`src/rtl/exec_unit.sv`:
```
// Execute stage between register-file read ports and its write port.
// Single-cycle ALU ops plus 32-iteration shift-add multiply and restoring divide.
module exec_unit #(
    parameter int WIDTH     = 32,
    parameter int AW        = 4,
    parameter bit MULDIV_EN = 1'b1
) (
    input  logic             clk,
    input  logic             rst,
    input  logic             in_valid,
    output logic             in_ready,
    input  logic [3:0]       op,
    input  logic [AW-1:0]    rd,
    input  logic [WIDTH-1:0] a,
    input  logic [WIDTH-1:0] b,
    output logic             wen,
    output logic [AW-1:0]    waddr,
    output logic [WIDTH-1:0] wdata,
    output logic             busy,
    output logic             err
);

    localparam int SHW = $clog2(WIDTH);
    localparam int CW  = $clog2(WIDTH);

    localparam logic [3:0] OP_ADD  = 4'd0;
    localparam logic [3:0] OP_SUB  = 4'd1;
    localparam logic [3:0] OP_AND  = 4'd2;
    localparam logic [3:0] OP_OR   = 4'd3;
    localparam logic [3:0] OP_XOR  = 4'd4;
    localparam logic [3:0] OP_SLL  = 4'd5;
    localparam logic [3:0] OP_SRL  = 4'd6;
    localparam logic [3:0] OP_SRA  = 4'd7;
    localparam logic [3:0] OP_SLT  = 4'd8;
    localparam logic [3:0] OP_SLTU = 4'd9;
    localparam logic [3:0] OP_MUL  = 4'd10;
    localparam logic [3:0] OP_DIVU = 4'd11;
    localparam logic [3:0] OP_REMU = 4'd12;
    localparam logic [3:0] OP_MOVB = 4'd13;

    typedef enum logic [1:0] {
        S_IDLE = 2'd0,
        S_MUL  = 2'd1,
        S_DIV  = 2'd2
    } state_e;

    state_e           state_q, state_d;
    logic [CW-1:0]    cnt_q, cnt_d;
    logic             wen_q, wen_d;
    logic             err_q, err_d;
    logic [AW-1:0]    waddr_q, waddr_d;
    logic [WIDTH-1:0] wdata_q, wdata_d;

    // opa: multiplicand / dividend-then-quotient; opb: multiplier / divisor;
    // acc: product accumulator / partial remainder.
    logic [WIDTH-1:0] opa_q, opa_d;
    logic [WIDTH-1:0] opb_q, opb_d;
    logic [WIDTH-1:0] acc_q, acc_d;
    logic [AW-1:0]    rd_q, rd_d;
    logic             rem_sel_q, rem_sel_d;

    logic             accept;
    logic             is_muldiv;
    logic             is_illegal;
    logic             last_iter;
    logic [WIDTH-1:0] alu_res;
    logic [SHW-1:0]   shamt;

    logic [WIDTH-1:0] mul_acc_next;
    logic [WIDTH:0]   div_diff;
    logic             div_ok;
    logic [WIDTH-1:0] div_rem_next;
    logic [WIDTH-1:0] div_quo_next;

    assign in_ready  = (state_q == S_IDLE);
    assign busy      = (state_q != S_IDLE);
    assign accept    = in_valid && in_ready;
    assign last_iter = (cnt_q == CW'(WIDTH - 1));
    assign shamt     = b[SHW-1:0];

    assign is_muldiv  = MULDIV_EN && (op == OP_MUL || op == OP_DIVU || op == OP_REMU);
    assign is_illegal = (op > OP_MOVB) ||
                        (!MULDIV_EN && (op == OP_MUL || op == OP_DIVU || op == OP_REMU));

    always_comb begin
        alu_res = '0;
        unique case (op)
            OP_ADD:  alu_res = a + b;
            OP_SUB:  alu_res = a - b;
            OP_AND:  alu_res = a & b;
            OP_OR:   alu_res = a | b;
            OP_XOR:  alu_res = a ^ b;
            OP_SLL:  alu_res = a << shamt;
            OP_SRL:  alu_res = a >> shamt;
            OP_SRA:  alu_res = WIDTH'($signed(a) >>> shamt);
            OP_SLT:  alu_res = {{(WIDTH-1){1'b0}}, $signed(a) < $signed(b)};
            OP_SLTU: alu_res = {{(WIDTH-1){1'b0}}, a < b};
            OP_MOVB: alu_res = b;
            default: alu_res = '0;
        endcase
    end

    // One restoring-divide step: shift in the next dividend bit, subtract if it fits.
    // With a zero divisor every step "fits", yielding all-ones quotient and remainder == a.
    assign mul_acc_next = acc_q + (opb_q[0] ? opa_q : '0);
    assign div_diff     = {acc_q, opa_q[WIDTH-1]} - {1'b0, opb_q};
    assign div_ok       = ~div_diff[WIDTH];
    assign div_rem_next = div_ok ? div_diff[WIDTH-1:0] : {acc_q[WIDTH-2:0], opa_q[WIDTH-1]};
    assign div_quo_next = {opa_q[WIDTH-2:0], div_ok};

    // NOTE: every next-state signal gets a default first so no path leaves it unassigned (no latches).
    always_comb begin
        state_d   = state_q;
        cnt_d     = cnt_q;
        wen_d     = 1'b0;
        err_d     = 1'b0;
        waddr_d   = waddr_q;
        wdata_d   = wdata_q;
        opa_d     = opa_q;
        opb_d     = opb_q;
        acc_d     = acc_q;
        rd_d      = rd_q;
        rem_sel_d = rem_sel_q;

        unique case (state_q)
            S_IDLE: begin
                if (accept) begin
                    if (is_illegal) begin
                        err_d = 1'b1;
                    end else if (is_muldiv) begin
                        opa_d     = a;
                        opb_d     = b;
                        acc_d     = '0;
                        cnt_d     = '0;
                        rd_d      = rd;
                        rem_sel_d = (op == OP_REMU);
                        state_d   = (op == OP_MUL) ? S_MUL : S_DIV;
                    end else begin
                        wen_d   = 1'b1;
                        waddr_d = rd;
                        wdata_d = alu_res;
                    end
                end
            end
            S_MUL: begin
                acc_d = mul_acc_next;
                opa_d = opa_q << 1;
                opb_d = opb_q >> 1;
                cnt_d = cnt_q + 1'b1;
                if (last_iter) begin
                    wen_d   = 1'b1;
                    waddr_d = rd_q;
                    wdata_d = mul_acc_next;
                    state_d = S_IDLE;
                end
            end
            S_DIV: begin
                acc_d = div_rem_next;
                opa_d = div_quo_next;
                cnt_d = cnt_q + 1'b1;
                if (last_iter) begin
                    wen_d   = 1'b1;
                    waddr_d = rd_q;
                    wdata_d = rem_sel_q ? div_rem_next : div_quo_next;
                    state_d = S_IDLE;
                end
            end
            default: state_d = S_IDLE;
        endcase
    end

    // NOTE: sequential state uses non-blocking assignments so all registers update together.
    always_ff @(posedge clk) begin
        if (rst) begin
            state_q <= S_IDLE;
            cnt_q   <= '0;
            wen_q   <= 1'b0;
            err_q   <= 1'b0;
            waddr_q <= '0;
            wdata_q <= '0;
        end else begin
            state_q <= state_d;
            cnt_q   <= cnt_d;
            wen_q   <= wen_d;
            err_q   <= err_d;
            waddr_q <= waddr_d;
            wdata_q <= wdata_d;
        end
    end

    // NOTE: iteration datapath is left unreset; it is always loaded on accept before use.
    always_ff @(posedge clk) begin
        opa_q     <= opa_d;
        opb_q     <= opb_d;
        acc_q     <= acc_d;
        rd_q      <= rd_d;
        rem_sel_q <= rem_sel_d;
    end

    assign wen   = wen_q;
    assign err   = err_q;
    assign waddr = waddr_q;
    assign wdata = wdata_q;

endmodule

```
`config.mk`:
```
export PLATFORM = sky130hd
export DESIGN_NAME = exec_unit
export DESIGN_NICKNAME = d
export VERILOG_FILES = /design/src/rtl/exec_unit.sv
export SDC_FILE = /design/constraint.sdc
export NUM_CORES = 1
export LEC_CHECK = 0
export ABC_AREA = 1
export CAP_MARGIN = 0
export CORE_MARGIN = 3
export CORE_UTILIZATION = 35
export CTS_BUF_LIST = sky130_fd_sc_hd__clkbuf_16
export DETAILED_ROUTE_END_ITERATION = 8
export SYNTH_ARGS = -nofsm -noshare
export SYNTH_HDL_FRONTEND = slang
export SYNTH_SLANG_ARGS = --single-unit
```
`constraint.sdc`:
```
create_clock -name clk -period 5.55 [get_ports clk]
set_input_delay 1.11 -clock clk [delete_from_list [all_inputs] [get_ports clk]]
set_output_delay 1.11 -clock clk [all_outputs]
set_load 0.05 [all_outputs]
```
After elaboration in Yosys (flattened, before gate mapping)
Cells that the tools add are included.
W data, S select, Z words.
{"block": "classes", "add_sub_neg": 5, "n_lt_le_gt_ge": 3, "n_eq_ne": 23, "shift": 3, "mux": 43, "bitwise": 7, "reduce_logical": 18}
{"operator": "$mux W32", "count": 17}
{"operator": "$pmux W32 S11", "count": 1}
{"operator": "$pmux W32 S3", "count": 3}
{"operator": "$add A32 B32 Y32", "count": 2}
{"operator": "$lt A32 B32 Y1", "count": 2}
{"operator": "$pmux W32 S2", "count": 1}
{"operator": "$sub A33 B32 Y33", "count": 1}
{"operator": "$and A32 B32 Y32", "count": 1}
{"operator": "$or A32 B32 Y32", "count": 1}
{"operator": "$shl A32 B5 Y32", "count": 1}
{"operator": "$shr A32 B5 Y32", "count": 1}
{"operator": "$sshr A32 B5 Y32", "count": 1}
{"operator": "$sub A32 B32 Y32", "count": 1}
{"operator": "$xor A32 B32 Y32", "count": 1}
{"operator": "$eq A4 B4 Y1 const B", "count": 6}
{"operator": "$reduce_and A4 Y1", "count": 5}
{"operator": "$eq A4 B3 Y1 const B", "count": 4}
{"operator": "$mux W4", "count": 4}
{"operator": "$mux W5", "count": 3}
{"operator": "$mux W2", "count": 5}
{"operator": "$pmux W5 S2", "count": 1}
{"operator": "$eq A4 B2 Y1 const B", "count": 2}
{"operator": "$ne A2 B2 Y1 const B", "count": 4}
{"operator": "$pmux W4 S2", "count": 1}
{"operator": "21 further kinds", "count": 33}
{"block": "totals", "ff_bits": 146, "in_bits": 75, "word_cells": 113}

Longest topological paths before layout
{"block": "logic_depth", "ltp_word": 7, "ltp_mapped": 22}

Worst setup path before layout
OpenSTA, ideal clock, no wires.
{"block": "synth_timing", "path_kind": "input port to flip-flop", "startpoint": "in op[2]", "endpoint": "reg cnt_q[3]", "arrival_time_ns": 4.202, "required_ns": 5.419, "slack_ns": 1.217, "cell_stages": 12, "cell_sequence": "nand2_1 inv_2 nand2_1 nand2_1 inv_1 nor2_1 nor2_1 inv_1 nor2_2 inv_1 o21ai_1 nor3b_1"}
{"block": "synth_via", "elab_chain_cells": 5, "word_cells_on_any_way": 9, "cone_classes": "order compare: 1; eq/ne: 5; reduce/logical: 3"}
{"element": "start: declaration", "line": "12", "rtl": "input logic [3:0] op,"}
{"element": "parallel branches: the longest is 4 deep, another holds $gt A4 B4 Y1"}
{"element": "$reduce_and A4 Y1 (no line) *"}
{"element": "end signal: assignment", "line": "183", "rtl": "cnt_q <= cnt_d;"}
{"element": "end: declaration", "line": "48", "rtl": "logic [CW-1:0] cnt_q, cnt_d;"}
Mark *: on every way between the ends.
A chain may end at the register's enable or synchronous reset.

Final worst setup path
{"block": "layout_timing", "startpoint": "in a[0]", "endpoint": "reg wdata_q[0], in the netlist wdata[0]"}
{"block": "layout_via", "elab_chain_cells": 6, "word_cells_on_any_way": 15, "cone_classes": "add/sub: 2; order compare: 2; shift: 3; mux: 5; bitwise: 3"}
{"element": "start: declaration", "line": "14", "rtl": "input logic [WIDTH-1:0] a,"}
{"element": "$sub A32 B32 Y32, or another cell as far along", "line": "89", "rtl": "OP_SUB: alu_res = a - b;"}
{"element": "$pmux W32 S11 *", "line": "87", "rtl": "unique case (op)"}
{"element": "$mux W32 *", "line": "130", "rtl": "end else if (is_muldiv) begin"}
{"element": "$mux W32 *", "line": "128", "rtl": "if (is_illegal) begin"}
{"element": "$mux W32 *", "line": "127", "rtl": "if (accept) begin"}
{"element": "$pmux W32 S3 *", "line": "125", "rtl": "unique case (state_q)"}
{"element": "end signal: assignment", "line": "187", "rtl": "wdata_q <= wdata_d;"}
{"element": "end: declaration", "line": "52", "rtl": "logic [WIDTH-1:0] wdata_q, wdata_d;"}
Every way passes the cells marked *; elsewhere a longest branch is shown, timed or not. The select of a mux whose other input is x is not followed.

==> results.cfg <==
[global_route]
gr-max-usage-layer = met2
grt_pass1_wl_um = 159000
use_met2_pct = 55.2
grt_usage_pct = 33.6
grt-ovfl-total = 0
grtUsageMet1_pct = 43.5
grt_max_degree = 69
met3_usage_pct = 3.54
antenna_found_initial = 3
grt_pass1_vias = 24700

[drt]
drt-wirelength-per-cell_um = 24.0
routed_via_density = 5.68
route.vias.total = 26100
drc = 0
ant_nets = 0
dr.pass1.iters = 9
drtIter0Drc = 2916
drt_wl_total_um = 110000

[clock_network]
htreeDepth = 4
cts.sinks = 146
cts_setup_buffers = 0
ctsHoldBuffers = 0
path_clk_slew_ns = 0.07
numCtsBuffers = 17
clk_path_buf_depth = 2
clock-root-buffer = clkbuf_16
cts_resized = 0
cts_tree = built
clkLatencyLatePin_ns = 0.45

[logic_synthesis]
yosys-top-cells-area = nand2_1, edfxtp_1, nand3_1
synthesis.nets = 4011
synth_cell_types = 52
ys_ff_latch = 146
yosysTopAreaCell = nand2_1
seq_area_frac_synth_pct = 18.4
synthCells = 3763
yosys_warnings = 0
synth_top_area_share_pct = 20.1
syn-cell-area_um2 = 21400
syn_area_per_cell_um2 = 5.69

[pwr]
static-leakage-power_nw = 11.7
power.density_nw_per_um2 = 461
ir_drop_uv = 287

[placement]
gp_congestion = 1.05
dp_hpwl_um = 90900
io_buffers = 114

[die]
start_util_pct = 35.4
chipHeight_um = 253
num_rows = 90
die_w_um = 253
core_area_um2 = 60500
die_area_um2 = 64200
ios = 115

[sta]
setup_tns_ns = 0
setup_viol = 0
min_period_ns = 4.38
timing.slew.headroom_pct = 23.5
rsz0062_at_grt = no
skew_ns = 0.0142
worstMarginPinSlew_ns = 1.15
finalHoldViolCount = 0
drv_slew = 0
fin_crit_sh_pct = 78.9
fmax_ghz = 0.228

[worst_setup_path]
crit_required_ns = 5.90
reg2reg_depth = 18
worstSetupStartpointType = input pin
cp_data_arrival_time_ns = 4.73
critical_path_class = in2reg
cp_max_fo = 6
worstSetupEndpointType = flop

[final_layout]
final_cell_mix = nand2_1, inv_1, nand3_1
fillers = 6826
layout_commonest_cell = nand2_1
final_core_util_pct = 39.6
final_nets = 4049
syn_to_final_growth_pct = 11.7
antenna-diode-count = 0
layout-drive-gt1-share_pct = 3.51

[job]
maxCapViolCount = 0

[min_path]
whs_path_depth = 2
worstHoldPathType = reg2reg

[run_status]
status = complete, no violations
[cells in the mapped netlist, drive strengths merged]
| cell | number |
|---|---|
| o211ai | 34 |
| nor3b | 2 |
| o21ai | 274 |
| clkbuf | 72 |
| nand3b | 31 |
| or3 | 1 |
| o221ai | 5 |
| a22o | 1 |
| a21boi | 3 |
| or2 | 12 |
| a221oi | 1 |
| fa | 4 |
| nor2 | 381 |
| a22oi | 1 |
| o2111ai | 7 |
| nor3 | 48 |
| a21o | 18 |
| a21oi | 253 |
| ha | 169 |
| a31oi | 8 |
| nand2 | 1153 |
| and2 | 11 |
| xnor2 | 13 |
| dfxtp | 45 |
| buf | 72 |
| edfxtp | 101 |
| nor4 | 7 |
| o22ai | 18 |
| nand4 | 32 |
| inv | 479 |
| clkinv | 2 |
| a211oi | 4 |
| o21a | 27 |
| nand3 | 452 |
| o21bai | 18 |
| xor2 | 4 |
[cells by family after synthesis]
logic type,Yosys count,share of synthesized area [%]
adder cells (fa/ha/maj),173,10.2
XOR/XNOR,17,0.695
flip-flops,146,18.4
buffers and inverters,625,11.5
AO/OA/AOI/OAI,672,17.4
AND/OR/NAND/NOR,2130,41.9
[per-stage QoR]
stage	hold WS, ns	total power [mW]	area, um^2	worst slack [ns]	cells
floorplan	0.483	7.24	21400	1.22	3763
global placement	0.492	9.62	23300	0.810	4564
detailed placement	0.497	9.61	23300	0.834	4564
CTS	0.506	10.9	23900	1.30	4596
global route	0.569	11.9	23900	1.10	4596
finish	0.503	11.0	23900	1.17	4596
[area by class of cell]
class	instances	area [um^2]	share of cell area (%)
Clock buffer	17	425	1.78
Clock inverter	15	205	0.857
Inverter	481	1810	7.55
Multi-Input combinational cell	2992	15100	62.9
Sequential cell	146	3930	16.4
Tap cell	782	978	4.09
Timing Repair Buffer	163	1530	6.38
[state kept, by name, summed over array words and instances, names as in the netlist]
| name | count |
|---|---|
| wen | 1 |
| rd_q | 4 |
| err | 1 |
| opb_q | 32 |
| cnt_q | 5 |
| state_q | 2 |
| waddr | 4 |
| rem_sel_q | 1 |
| wdata | 32 |
| acc_q | 32 |
| opa_q | 32 |
[worst max-delay path, cell delays in order]
cell and delay (ns):
clkdlybuf4s50_1 0.52, inv_1 0.22, ha_1 0.31, fa_1 0.39
inv_1 0.16, nand2_1 0.12, o21ai_2 0.39, nand2_1 0.09
nand2_1 0.18, nand2_1 0.10, nand2_1 0.20, nand3_1 0.16
nand2_1 0.13, nor2_1 0.07, nor2_1 0.09, nand2_1 0.16
nand2_1 0.10, nand3_1 0.10, nand2_1 0.09, inv_1 0.04
[layer usage]
layer / routed length (um) / part of all wire [%]
met2: 50100 / 45
met4: 6550 / 5.9
met5: 44 / 0.040
met1: 45800 / 42
met3: 7630 / 6.9
[path summary, 6_finish.rpt]
check	from	endpoint	slack (ns)
max reg2reg	opb_q[0]$_DFFE_PP_	acc_q[18]$_DFFE_PP_	1.81
max	a[0]	wdata[0]$_SDFFE_PP0P_	1.17
min	cnt_q[4]$_SDFFE_PP0P_	cnt_q[4]$_SDFFE_PP0P_	0.50
min reg2reg	cnt_q[4]$_SDFFE_PP0P_	cnt_q[4]$_SDFFE_PP0P_	0.50
[where the power goes]
group	switching, mW	internal, mW
sequential	0.474	1.73
clock	0.522	0.758
combinational	5.24	2.31
Power figures use the tool's default switching activity.
